## src/rtl/dp3_pkg.sv

```systemverilog
// Shared types and constants for the three-sequence alignment DP engine:
// scheduler state encoding, default widths, and gap costs used by the recurrence units.
package dp3_pkg;

  localparam int IW_DEF = 8;
  localparam int SW_DEF = 12;

  localparam int G0 = 2;
  localparam int GE = 1;

  typedef enum logic [1:0] {
    IDLE  = 2'd0,
    ISSUE = 2'd1,
    WAIT  = 2'd2,
    FIN   = 2'd3
  } state_t;

endpackage

```

## src/rtl/dp3_idx_counter.sv

```systemverilog
// Three-axis raster index counter (k fastest, then j, then i) over the DP cube,
// with last-cell and boundary-cell flags.
module dp3_idx_counter
  import dp3_pkg::*;
#(
  parameter int IW = IW_DEF
) (
  input  logic          clk,
  input  logic          rst,
  input  logic          i_clear,
  input  logic          i_advance,
  input  logic [IW-1:0] i_len_a,
  input  logic [IW-1:0] i_len_b,
  input  logic [IW-1:0] i_len_c,
  output logic [IW-1:0] o_i,
  output logic [IW-1:0] o_j,
  output logic [IW-1:0] o_k,
  output logic          o_last,
  output logic          o_boundary
);

  logic [IW-1:0] r_i;
  logic [IW-1:0] r_j;
  logic [IW-1:0] r_k;

  always_ff @(posedge clk) begin
    if (rst || i_clear) begin
      r_i <= '0;
      r_j <= '0;
      r_k <= '0;
    end else if (i_advance) begin
      // Carry ripples k -> j -> i so every neighbour of a cell is issued before it.
      if (r_k < i_len_c) begin
        r_k <= r_k + IW'(1);
      end else begin
        r_k <= '0;
        if (r_j < i_len_b) begin
          r_j <= r_j + IW'(1);
        end else begin
          r_j <= '0;
          r_i <= r_i + IW'(1);
        end
      end
    end
  end

  assign o_i        = r_i;
  assign o_j        = r_j;
  assign o_k        = r_k;
  assign o_last     = (r_i == i_len_a) && (r_j == i_len_b) && (r_k == i_len_c);
  assign o_boundary = (r_i == '0) || (r_j == '0) || (r_k == '0);

endmodule

```

## src/rtl/dp3_cell_scheduler.sv

```systemverilog
// Issues every cell of the DP cube to the cell datapath one at a time, waits for each
// result, and captures the final cell's score as the alignment score.
module dp3_cell_scheduler
  import dp3_pkg::*;
#(
  parameter int IW = IW_DEF,
  parameter int SW = SW_DEF,
  parameter int CW = 3*IW+1
) (
  input  logic                 clk,
  input  logic                 rst,
  input  logic                 start,
  input  logic [IW-1:0]        len_a,
  input  logic [IW-1:0]        len_b,
  input  logic [IW-1:0]        len_c,
  output logic                 busy,
  output logic                 done,
  output logic                 cell_valid,
  input  logic                 cell_ready,
  output logic [IW-1:0]        cell_i,
  output logic [IW-1:0]        cell_j,
  output logic [IW-1:0]        cell_k,
  output logic                 cell_boundary,
  input  logic                 res_valid,
  input  logic signed [SW-1:0] res_score,
  output logic signed [SW-1:0] final_score,
  output logic [CW-1:0]        cell_count,
  output logic                 proto_err
);

  state_t               r_state;
  state_t               w_next;
  logic [IW-1:0]        r_len_a;
  logic [IW-1:0]        r_len_b;
  logic [IW-1:0]        r_len_c;
  logic signed [SW-1:0] r_final;
  logic [CW-1:0]        r_count;
  logic                 r_perr;
  logic                 w_last;
  logic                 w_boundary;
  logic                 w_clear;
  logic                 w_res_ok;
  logic                 w_advance;

  assign w_clear   = (r_state == IDLE) && start;
  assign w_res_ok  = (r_state == WAIT) && res_valid;
  assign w_advance = w_res_ok && !w_last;

  dp3_idx_counter #(.IW(IW)) u_idx (
    .clk        (clk),
    .rst        (rst),
    .i_clear    (w_clear),
    .i_advance  (w_advance),
    .i_len_a    (r_len_a),
    .i_len_b    (r_len_b),
    .i_len_c    (r_len_c),
    .o_i        (cell_i),
    .o_j        (cell_j),
    .o_k        (cell_k),
    .o_last     (w_last),
    .o_boundary (w_boundary)
  );

  always_ff @(posedge clk) begin
    if (rst) r_state <= IDLE;
    else     r_state <= w_next;
  end

  always_comb begin
    w_next        = r_state;
    busy          = (r_state != IDLE);
    done          = (r_state == FIN);
    cell_valid    = (r_state == ISSUE);
    cell_boundary = (r_state == ISSUE) && w_boundary;
    case (r_state)
      IDLE:    if (start)      w_next = ISSUE;
      ISSUE:   if (cell_ready) w_next = WAIT;
      WAIT:    if (res_valid)  w_next = w_last ? FIN : ISSUE;
      FIN:                     w_next = IDLE;
      default:                 w_next = IDLE;
    endcase
  end

  // Lengths are frozen for the whole run; a start while busy never reaches here.
  always_ff @(posedge clk) begin
    if (rst) begin
      r_len_a <= '0;
      r_len_b <= '0;
      r_len_c <= '0;
    end else if (w_clear) begin
      r_len_a <= len_a;
      r_len_b <= len_b;
      r_len_c <= len_c;
    end
  end

  always_ff @(posedge clk) begin
    if (rst) begin
      r_count <= '0;
      r_final <= '0;
    end else if (w_clear) begin
      r_count <= '0;
      r_final <= '0;
    end else if (w_res_ok) begin
      r_count <= r_count + CW'(1);
      if (w_last) r_final <= res_score;
    end
  end

  // A stray result outside WAIT wins over the clear from a coincident start.
  always_ff @(posedge clk) begin
    if (rst)                                r_perr <= 1'b0;
    else if (res_valid && r_state != WAIT)  r_perr <= 1'b1;
    else if (w_clear)                       r_perr <= 1'b0;
  end

  assign final_score = r_final;
  assign cell_count  = r_count;
  assign proto_err   = r_perr;

endmodule

```

## config.mk

```make
export PLATFORM = sky130hd
export DESIGN_NAME = dp3_cell_scheduler
export DESIGN_NICKNAME = d
export VERILOG_FILES = /design/src/rtl/dp3_pkg.sv /design/src/rtl/dp3_idx_counter.sv /design/src/rtl/dp3_cell_scheduler.sv
export SDC_FILE = /design/constraint.sdc
export NUM_CORES = 1
export LEC_CHECK = 0
export CAP_MARGIN = 20
export CORE_AREA = 2 2 101 103
export DETAILED_ROUTE_END_ITERATION = 16
export DIE_AREA = 0 0 103 105
export HOLD_SLACK_MARGIN = 0.06
export PLACE_DENSITY = 0.76
export SYNTH_ARGS = -nofsm -noshare
export SYNTH_HDL_FRONTEND = slang
export SYNTH_SLANG_ARGS = --single-unit
```

## constraint.sdc

```tcl
create_clock -name clk -period 2.1 [get_ports clk]
set_clock_uncertainty 0.05 [all_clocks]
set_input_delay 0.315 -clock clk [delete_from_list [all_inputs] [get_ports clk]]
set_output_delay 0.315 -clock clk [all_outputs]
set_load 0.01 [all_outputs]
```

* Word level (Yosys, flattened, before mapping)
Index checks and enable logic that the tools add are counted.
** Word-level totals
- Register bits after elaboration :: 88
- Bits of input ports :: 41
- Output and inout bits :: 66
- Word-level logic and storage cells :: 59
** Cells by class
- Add/subtract/negate cells :: 4
- Magnitude comparators :: 2
- Equal/unequal tests :: 10
- Muxes and demuxes :: 9
- Bitwise gates (word level) :: 2
- Reductions and logical operators :: 22
** Operator list (count)
- adder 25 x 1 -> 25 bit (second input constant) :: 1
- adder 8 x 1 -> 8 bit (second input constant) :: 3
- == test 8 bit :: 3
- zero test 8 bit :: 3
- less-than comparator 8 bit :: 2
- 2-to-1 mux 8 bit :: 2
- 2-to-1 mux 2 bit :: 4
- case mux 2 bit (4 select lines) :: 1
- logical AND 1 bit :: 7
- inequality test 2 bit (second input constant) :: 3
- AND reduction 3 bit :: 2
- == test 2 bit (second input constant) :: 2
- AND reduction 2 bit :: 2
- nonzero test 2 bit :: 2
- logical OR 1 bit :: 3
- == test 2 x 1 -> 1 bit (second input constant) :: 1
- zero test 2 bit :: 1
- 2-to-1 mux 1 bit :: 2
- inequality test 2 x 1 -> 1 bit (second input constant) :: 1
- inverter 1 bit :: 2
- OR reduction 2 bit :: 1
- zero test 1 bit :: 1

* Longest topological paths before layout
Gate-level depths: netlist (run 1).
- Word-level depth :: 6
- Mapped depth :: 10
- Mapped depth without buffers :: 8

* Hierarchy
From an unflattened synthesis (run 1), not the netlist that was laid out.
** Unflattened totals
- Cells, all modules :: 535
- Area total of the unflattened synthesis :: 4290.4 um^2
** By module, submodules not included
- dp3_cell_scheduler :: times used 1, cells each 322, area an instance 2582.5 um^2, seq. area each 1281.2 um^2
- dp3_idx_counter :: times used 1, cells each 213, area an instance 1707.9 um^2, seq. area each 480.5 um^2

* Worst setup path before layout (run 1)
Ideal clock, no wire load.
- Kind :: reg2reg
- Start point :: register u_idx.r_j[5] (netlist: u_idx.o_j[5])
- End point :: register u_idx.r_i[4] (netlist: u_idx.o_i[4])
- Setup time :: 70 ps
- Arrival :: 2057 ps
- Data required time :: 1980 ps
- Path slack :: -77 ps
- Cell stages (with the launch flop) :: 9
- Buffers on the path :: 1
- Clock period less this slack :: 2177 ps
- Cell sequence :: dfxtp_1 ha_1 nand4_1 nor4_1 and4_1 buf_6 a211o_1 or4_1 a21oi_1
** Between the ends
- Word-level cells in the longest chain between the ends :: 6
- Elaborated cells on any way between the ends :: 8
- Those cells by class :: order compare: 1; eq/ne: 1; bitwise: 1; reduce/logical: 5
** RTL lines
- start, declared :: RTL line dp3_idx_counter.sv:23 : logic [IW-1:0] r_j;
- start signal, assigned :: RTL line dp3_idx_counter.sv:38 : r_j <= r_j + IW'(1);
- parallel branches: the longest is 5 deep, another holds less-than comparator 8 bit
- AND reduction 3 bit (no line) *
- end signal, assigned :: RTL line dp3_idx_counter.sv:41 : r_i <= r_i + IW'(1);
- end, declared :: RTL line dp3_idx_counter.sv:22 : logic [IW-1:0] r_i;
Every way passes the cells marked *.
A chain may end at the register's enable or synchronous reset.

* Final worst setup path (run 1)
- Start point :: register u_idx.r_k[1] (netlist: u_idx.o_k[1])
- End point :: output cell_boundary
** Between the ends
- Word-level cells in the longest chain between the ends :: 3
** RTL lines
- start, declared :: RTL line dp3_idx_counter.sv:24 : logic [IW-1:0] r_k;
- start signal, assigned :: RTL line dp3_idx_counter.sv:34 : r_k <= r_k + IW'(1);
- zero test 8 bit :: RTL line dp3_idx_counter.sv:51 : assign o_boundary = (r_i == '0) || (r_j == '0) || (r_k == '0);
- logical OR 1 bit :: RTL line dp3_idx_counter.sv:51
- logical AND 1 bit :: RTL line dp3_cell_scheduler.sv:74 : cell_boundary = (r_state == ISSUE) && w_boundary;
- end, declared :: RTL line dp3_cell_scheduler.sv:23 : output logic cell_boundary,
No other way between the ends.

==> impl.org, run 1 <==
** Finish
- Final standard cell utilization of the core :: 70.0%
- The top cell types in the final layout, fill and taps aside, are clkdlybuf4s50_1 (105), nand2_1 (79), dfxtp_1 (71).
- The number of antenna diodes in the final layout is 0.
- The layout has 763 filler cells.
- Non-filler instance count after layout :: 831
- Fraction of final layout cells sized beyond drive strength 1 :: 25.1%
- Nets@finish :: 757
- Commonest non-fill, non-tap cell in the layout :: clkdlybuf4s50_1
- Area added between synthesis and finish :: 57.7%

** Setup path
- CP Launch Type :: flip-flop
- The worst register-to-register path ends at u_idx.o_j[3].
- CP delay by family, top :: simple AND/OR/NAND/NOR gates
- At the worst endpoint, the required time is 1740 ps.
- In this run the worst path has a maximum fanout of 2.
- Startpoint-to-endpoint class of the critical path :: reg -> out
- Critical Path Sink Type :: output port
- Worst stage delay on the critical path :: 470 ps
- Number of cells on the worst reg-to-reg path :: 11
- The critical path goes through inv_2 -> ha_4 -> or4b_4 -> nor4_4 -> o31a_1 -> buf_2.
- The slowest stage of the critical path is the or4b_4 cell.
- Critical path buffers and inverters :: 2
- Startpoint of the most critical register-to-register path :: u_idx.o_k[5]
- Launch point of the critical path :: u_idx.o_k[1]
- Worst reg2reg setup slack :: -220 ps
- For the worst setup path, the data arrival time is 1950 ps.

** Timing
- Period utilisation layout :: 110%
- Setup repair after global routing missed its margin :: yes
- In the final timing run, aggregate negative setup slack is -1770 ps.
- Slew at the pin closest to its max-slew limit :: 431 ps
- Setup violations remaining at the end of the flow were counted as 30.
- On the final layout, the worst hold slack is 412 ps.
- The total count of max-transition violations in the final report is 0.
- PnR worst setup slack :: -220 ps
- In this run the tightest slew margin relative to its limit is 71.2%.
- The number of endpoints with negative hold slack in the final report was 0.
- Static timing analysis puts the maximum clock frequency at 431 MHz.
- Time the final worst path needs with I/O delays and setup :: 2320 ps

** Synth
- In this run, synthesis produced a sequential element count of 88.
- Sequential-to-total area share from yosys stat :: 41.2%
- Synth warn :: 0
- Count of flip-flops with a built-in enable after synthesis :: 0
- The synthesized design spends more area on one cell type than any other, namely dfxtp_1.
- Summed over its instances, the top area cell type makes up roughly two fifths of the synthesized netlist area.
- Synthesis produced between 500 and 600 cells.
- After synthesis, the mean cell area works out to 8.12 um2.
- Largest cells by area after synthesis :: dfxtp_1 (41%), nand2_1 (7.2%), ha_1 (6.7%), a21oi_1 (6.4%), nor2_1 (4.6%)
- Post-Synthesis Cell Area :: between 4000 and 5000 um2
- For this run, asynchronously set or reset flops after synthesis account for 0%.
- Distinct cell type count after synthesis :: 45
- Synthesized netlist net count :: approximately 590
- For this run, the leading register cell type out of synthesis is dfxtp_1.

** Global route
- Wire length of the first global-routing pass :: a little over 20000 um
- Entering global routing, the biggest net connects 39 pins.
- For this run the aggregate overflow at the end of global routing stands at 0.
- The via count of the first global-routing pass was around 4400.
- Number of antenna violations at the first check in global routing :: 0
- GRT Total Usage :: 23.4%

** Detailed routing
- After detailed routing, the number of remaining DRC violations is 0.
- Using the TritonRoute via totals, the vias-per-cell ratio works out to 5.21.
- The first routing iteration left 279 violations.
- Remaining number of nets flagged by the antenna check after routing :: 0
- The final layout contains routed wiring with a total length of 12800 um.
- The pre-antenna-repair detailed-routing pass consisted of 5 iterations.
- Wire length per cell after detailed routing :: 15.4 um
- Detailed routing inserted a total of 4332 vias.

** Pwr
- The design draws 3.43 mW.
- The worst-case IR drop observed on VDD is 416 uV.
- In this run the static leakage power is 2.61 nW.
- Power spread over the standard cell area amounts to 508 nW/um2.

** Clock tree
- CTS root buffer :: clkbuf_8
- Buffers from clock root to sink, at most :: 2
- Counting every sink on the clock net gives 88.
- Clock buffers created by TritonCTS :: 9
- Clock tree from TritonCTS :: done
- After clock tree synthesis, the clock-pin slew on the worst setup and hold paths is roughly 100 ps.
- H-Tree Level Count :: 3
- Buffers inserted to repair hold after CTS numbered 0.
- Worst skew pair latency :: approximately 360 ps

** Hold path
- The worst hold path was traced through 2 stages.
- Worst Hold Class :: reg -> reg
- Hold path start :: r_len_c[5]
- For hold timing, the worst endpoint is r_len_c[5].

** Placement
- Final HPWL DP :: 8600 um
- Port buffer count :: 106
- Counting tap cells, the placed design contains a total of 804 instances.
- Routability-driven placement finished with a final weighted congestion of 0.873.

** Die
- Measured along the y axis, the die boundary spans 105 um.
- The core region is between 9000 and 10000 um2.
- The initial utilization of the core area, before any placement, comes to 44.4%.
- During I/O placement, the number of pins put on the boundary was 107.
- Width of the die :: 103 um
- The die covers about 11000 um2.
- Number of placement rows :: 36

** Outcome
- Status :: complete, but fails checks
- The checks that failed: negative setup slack.

** Job
- Number of maximum-capacitance constraint violations :: 0
[flip-flops by register name (all words and copies together), names as in the netlist]
| name | cells |
|---|---|
| cell_count | 25 |
| final_score | 12 |
| r_len_a | 8 |
| r_len_b | 8 |
| u_idx.o_j | 8 |
| r_len_c | 8 |
| r_state | 2 |
| u_idx.o_k | 8 |
| proto_err | 1 |
| u_idx.o_i | 8 |
[report_power, final]
| part | total [mW] | internal, mW | switching [mW] |
|---|---|---|---|
| combinational | 0.540 | 0.263 | 0.277 |
| clock | 1.16 | 0.514 | 0.650 |
| sequential | 1.73 | 1.70 | 0.0277 |
| total | 3.43 | 2.48 | 0.955 |
[cell type report]
cell class	count	area, um2	share of cell area, %
clock buffers	10	149	2.21
clock inverters	6	46.3	0.686
inverters	31	119	1.76
multi-input cells	384	2770	41.1
flip-flops and latches	88	1790	26.6
well taps	133	166	2.47
repair buffers	179	1700	25.2
[worst max-delay path by stage]
stage | slack (ps) | to | depth (start not counted)
after floorplan | 3 | u_idx.o_i[4] | 8
after global placement | -410 | cell_boundary | 6
after detailed placement | -450 | cell_boundary | 7
after CTS | -250 | cell_boundary | 6
after global routing | -310 | u_idx.o_i[3] | 9
final | -220 | cell_boundary | 6
[per-stage QoR]
| step | setup slack [ps] | area (um2) |
|---|---|---|
| 2_1_floorplan | 2.73 | 4500 |
| 3_3_place_gp | -405 | 6130 |
| 3_5_place_dp | -450 | 6130 |
| 4_1_cts | -250 | 6550 |
| 5_1_grt | -315 | 6750 |
| 6_report | -220 | 6750 |
[worst reg2reg max path, cell delays in order (launching register included)]
cell and delay [ps]:
dfxtp_2 330, buf_4 160, ha_4 260, nand4_1 150
a21o_1 240, buf_6 130, buf_4 140, a211oi_4 200
buf_6 180, buf_6 130, nand4b_1 90, a21oi_1 180
[kinds of logic after synthesis]
group                    Yosys count  synth area share [%]
AO/OA/AOI/OAI                     92                  12.9
XOR/XNOR                          31                  6.34
adder cells (fa/ha/maj)           23                  6.72
buffers and inverters             55                  5.20
flip-flops                        88                  41.2
multiplexers                      12                  2.81
AND/OR/NAND/NOR                  226                  24.9
[synthesized netlist by cell type, types with 7 or more instances]
master / number
a21oi_1: 55
nor2_1: 53
xnor2_1: 13
o21ai_0: 14
nor4_1: 7
nand4_1: 18
nand3_1: 15
ha_1: 23
nor3_1: 9
or3_1: 13
dfxtp_1: 88
nand2_1: 82
inv_1: 31
mux2i_1: 12
xor2_1: 18
clkbuf_1: 15
and3_1: 8
[per-layer routing]
layer	share of wire [%]	GRT usage (%)
met5	0	0
met4	1.7	9.02
met3	4.7	4.08
met2	51	39.4
met1	43	29.5
[what timing repair did]
action | CTS | global route
cloned | 2 | 0
resized for setup | 41 | 38
buffers inserted | 6 | 8
endpoints found under the hold margin | 0 | 0
endpoints found under the setup margin | 38 | 37
pin swaps | 23 | 27
Note: power is estimated with default switching activity, not from simulation.
==> run 2, diff against run 1 <==
Settings changed: CORE_AREA 2 2 101 103 to 3 3 93 95, DIE_AREA 0 0 103 105 to 0 0 96 98, DONT_BUFFER_PORTS from default to 1, PLACE_DENSITY 0.76 to 0.71.
==> impl.org, run 2 (synthesis gave the netlist of run 1 again) <==
** Setup path
- Crit path required time :: 2340 ps
- STA puts the critical path data arrival time at 2500 ps.
- Across all register-to-register paths, the minimum setup slack is -170 ps.
- STA classifies the critical path endpoint as a flip-flop.
- The critical path in this run is classified as reg -> reg.
- The critical path ends at u_idx.o_i[4].
- Walking the worst path, the cells encountered are buf_12 -> ha_4 -> buf_4 -> nand4_1 -> nor2_1 -> and4_4 -> a211o_4 -> or4_4 -> a21oi_1.
- CP delay by family, top :: simple AND/OR/NAND/NOR gates
- Counting cells, the worst reg-to-reg path comes to 9.
- CP Launch Type :: flip-flop
- Worst stage delay on the critical path :: about 500 ps
- In this run the worst setup path begins at u_idx.o_k[1].
- The critical path runs through a total of 9 cells.
- Counting both buffers and inverters, the worst setup path holds a total of 2.
- Crit path max fanout :: 3
- In this run the critical register-to-register path is captured at u_idx.o_i[4].
- Slowest library cell on the worst path :: or4_4
- Startpoint of the most critical register-to-register path :: u_idx.o_k[1]

** Finish
- Flip-flop count of the largest register, all copies and words added :: 25
- Nets@finish :: a little under 700
- The number of antenna diodes in the final layout is 0.
- Commonest non-fill, non-tap cells in the layout :: nand2_1 (79), dfxtp_1 (65), buf_4 (60)
- Commonest non-fill, non-tap cell in the layout :: nand2_1
- Final-layout fill cell count :: 544
- Non-filler instance count after layout :: 735
- At the end of the flow the core is filled with cells to 78.2%.
- Compared with the post-synthesis result, the final layout area differs by 42.6%.
- Cells with a size suffix above 1 make up 30.0% of the layout.

** Timing
- Max Slew Vio Count :: 0
- The worst path uses 108% of the clock period.
- Highest achievable clock rate :: approximately 440 MHz
- The number of endpoints with negative hold slack in the final report is 0.
- Max-slew headroom :: 29.7%
- At the pin with the least slew margin, the transition time is 1060 ps.
- # setup viols final :: 25
- Once routing completed, OpenROAD measured the worst setup slack at -166 ps.
- The smallest clock period supported by the final layout is computed as 2270 ps.
- Setup repair after global routing missed its margin :: yes

** Pwr
- Net switching is 27.8% of the power.
- Summed over all cells, the static leakage comes to 2.42 nW.
- Pwr per Cell Area :: 564 nW/um2
- IR analysis of the VDD net gives a maximum drop of around 470 uV.
- Pint :: 2.49 mW
- Fraction of power consumed by the clock network :: 35.5%
- Sequential cells account for 50.1% of the total power.
- The analysis attributes to net switching a power of 0.956 mW.
- Of the total power, combinational logic draws 14.4%.

** Placement
- Number of placed cells counting well taps :: 663
- During placement, the flow inserted port buffers numbering 0.
- After legalization and detailed placement, the total HPWL measured 7820 um.
- Routability-driven placement finished with a final weighted congestion of 0.866.

** Clock tree
- Counting the buffers created by CTS gives 9.
- For the worst-skew pair, the clock arrives at the later sink with an insertion delay of 360 ps.
- The tree is rooted in a clkbuf_8.
- TritonCTS built the clock tree.
- Clock-pin slew was measured on the worst setup and hold paths at 90 ps.
- CTS saw slightly below 90 sinks.
- H-Tree Level Count :: 3
- Buffers from clock root to sink, at most :: 2

** Detailed routing
- Post-route DRC violation count :: 0
- The final route contains just over 4000 vias.
- After detailed routing, the average wire length per cell comes to 16.7 um.
- The detailed router finished its first iteration with 183 violations.
- Pre-antenna DRT Iters :: 4
- Summed over all layers, the routed wires come to 12300 um.
- In this run the remaining antenna-violating nets after routing total 0.
- In the routed layout, each cell is associated on average with a via count of 5.59.

** Global route
- Summed over all layers, the global routing overflow is 0.
- The first global-routing pass estimated 18800 um of wire.
- Number of antenna violations at the first check in global routing :: 1
- Number of global-route vias before repair :: 3966
- Entering global routing, the biggest net connects 28 pins.
- GRT Total Usage :: about a quarter

** Die
- Area of the die :: 9410 um2
- The region available for standard cell placement spans 7810 um2.
- Number of I/O pins :: 107
- Effective utilization at floorplan :: a little over half
- The die is 98 um tall.
- After floorplanning, the core was divided into 32 placement rows.
- Width of the die :: 96 um

** Job
- Number of maximum-capacitance constraint violations :: 0

** Hold path
- The tightest min-delay check is of the in -> reg type.
- Instance count along the most critical hold path :: 2

** Outcome
- Status :: complete, but fails checks
- Violated checks :: negative setup slack
==> run 2: changes by cell type in the layout (fill, tap and decap cells not counted), moves of 3 or more <==
| cell | before | now |
|---|---|---|
| nand3_2 | 4 | 1 |
| dfxtp_1 | 71 | 65 |
| inv_1 | 28 | 24 |
| clkdlybuf4s50_1 | 105 | 0 |
| inv_2 | 2 | 5 |
| dfxtp_2 | 13 | 18 |
| dlygate4sd3_1 | 0 | 36 |
| nand3_1 | 11 | 14 |
==> run 2: final cells by class <==
class,instances,area (um2),share of cell area [%]
clock buffer,9,124,2.03
timing repair buffer,114,1080,17.6
tap,102,128,2.09
clock inverter,7,76.3,1.25
multi-input combinational,384,2780,45.5
inverter,31,121,1.99
sequential,88,1800,29.5
==> run 2: worst min path at each step <==
stage	startpoint	end	slack, ps
after detailed placement	rst	r_len_b[7]	340
final	res_score[10]	final_score[10]	70
after global placement	rst	r_len_b[7]	340
after CTS	res_score[9]	final_score[9]	60
after global routing	res_score[10]	final_score[10]	80
after floorplan	r_len_b[1]	r_len_b[1]	390
==> run 2: per-stage QoR <==
step | setup WS [ps] | hold WS, ps | cell area, um2 | setup TNS [ps] | total power [mW]
after floorplan | 2.73 | 386 | 4500 | 0 | 2.00
after global placement | -89.4 | 337 | 5000 | -1820 | 2.09
after detailed placement | -157 | 338 | 5000 | -3640 | 2.10
after CTS | -186 | 60.5 | 5920 | -609 | 3.42
after global routing | -232 | 79.6 | 6100 | -4410 | 3.58
final | -166 | 65.1 | 6100 | -1580 | 3.44
==> run 2: worst reg2reg max path: stages (launching register included) <==
cell	delay [ps]
dfxtp_4	370
buf_12	130
ha_4	220
buf_4	120
nand4_1	70
nor2_1	60
and4_4	200
a211o_4	320
or4_4	510
a21oi_1	150
==> run 2: what timing repair did <==
item	CTS	global route
setup buffers	17	5
resized for setup	46	43
hold endpoints to repair	37	0
hold buffers	37	0
pin swaps	21	19
gates cloned	1	1
setup endpoints to repair	38	39
==> run 2: routing by layer <==
metal,up-vias,part of all wire (%),GRT usage (%)
met5,-,0.16,0
met4,2,1.8,7.22
met3,28,8.0,7.55
met2,146,50,42.0
met1,1919,40,30.9
li1,2012,-,-
==> run 2: power by group through the flow <==
stage | clock, mW | combinational (mW) | sequential, mW
finish | 1.22 | 0.496 | 1.73
global route | 1.31 | 0.542 | 1.73
CTS | 1.23 | 0.459 | 1.72
detailed placement | 0 | 0.339 | 1.76
global placement | 0 | 0.331 | 1.76
floorplan | 0 | 0.240 | 1.76
==> run 3, diff against run 2 <==
Settings changed: CTS_BUF_LIST from default to sky130_fd_sc_hd__clkbuf_8.
==> results of run 3 <==
The final DEF is identical to that of run 2; final timing and power are the same.
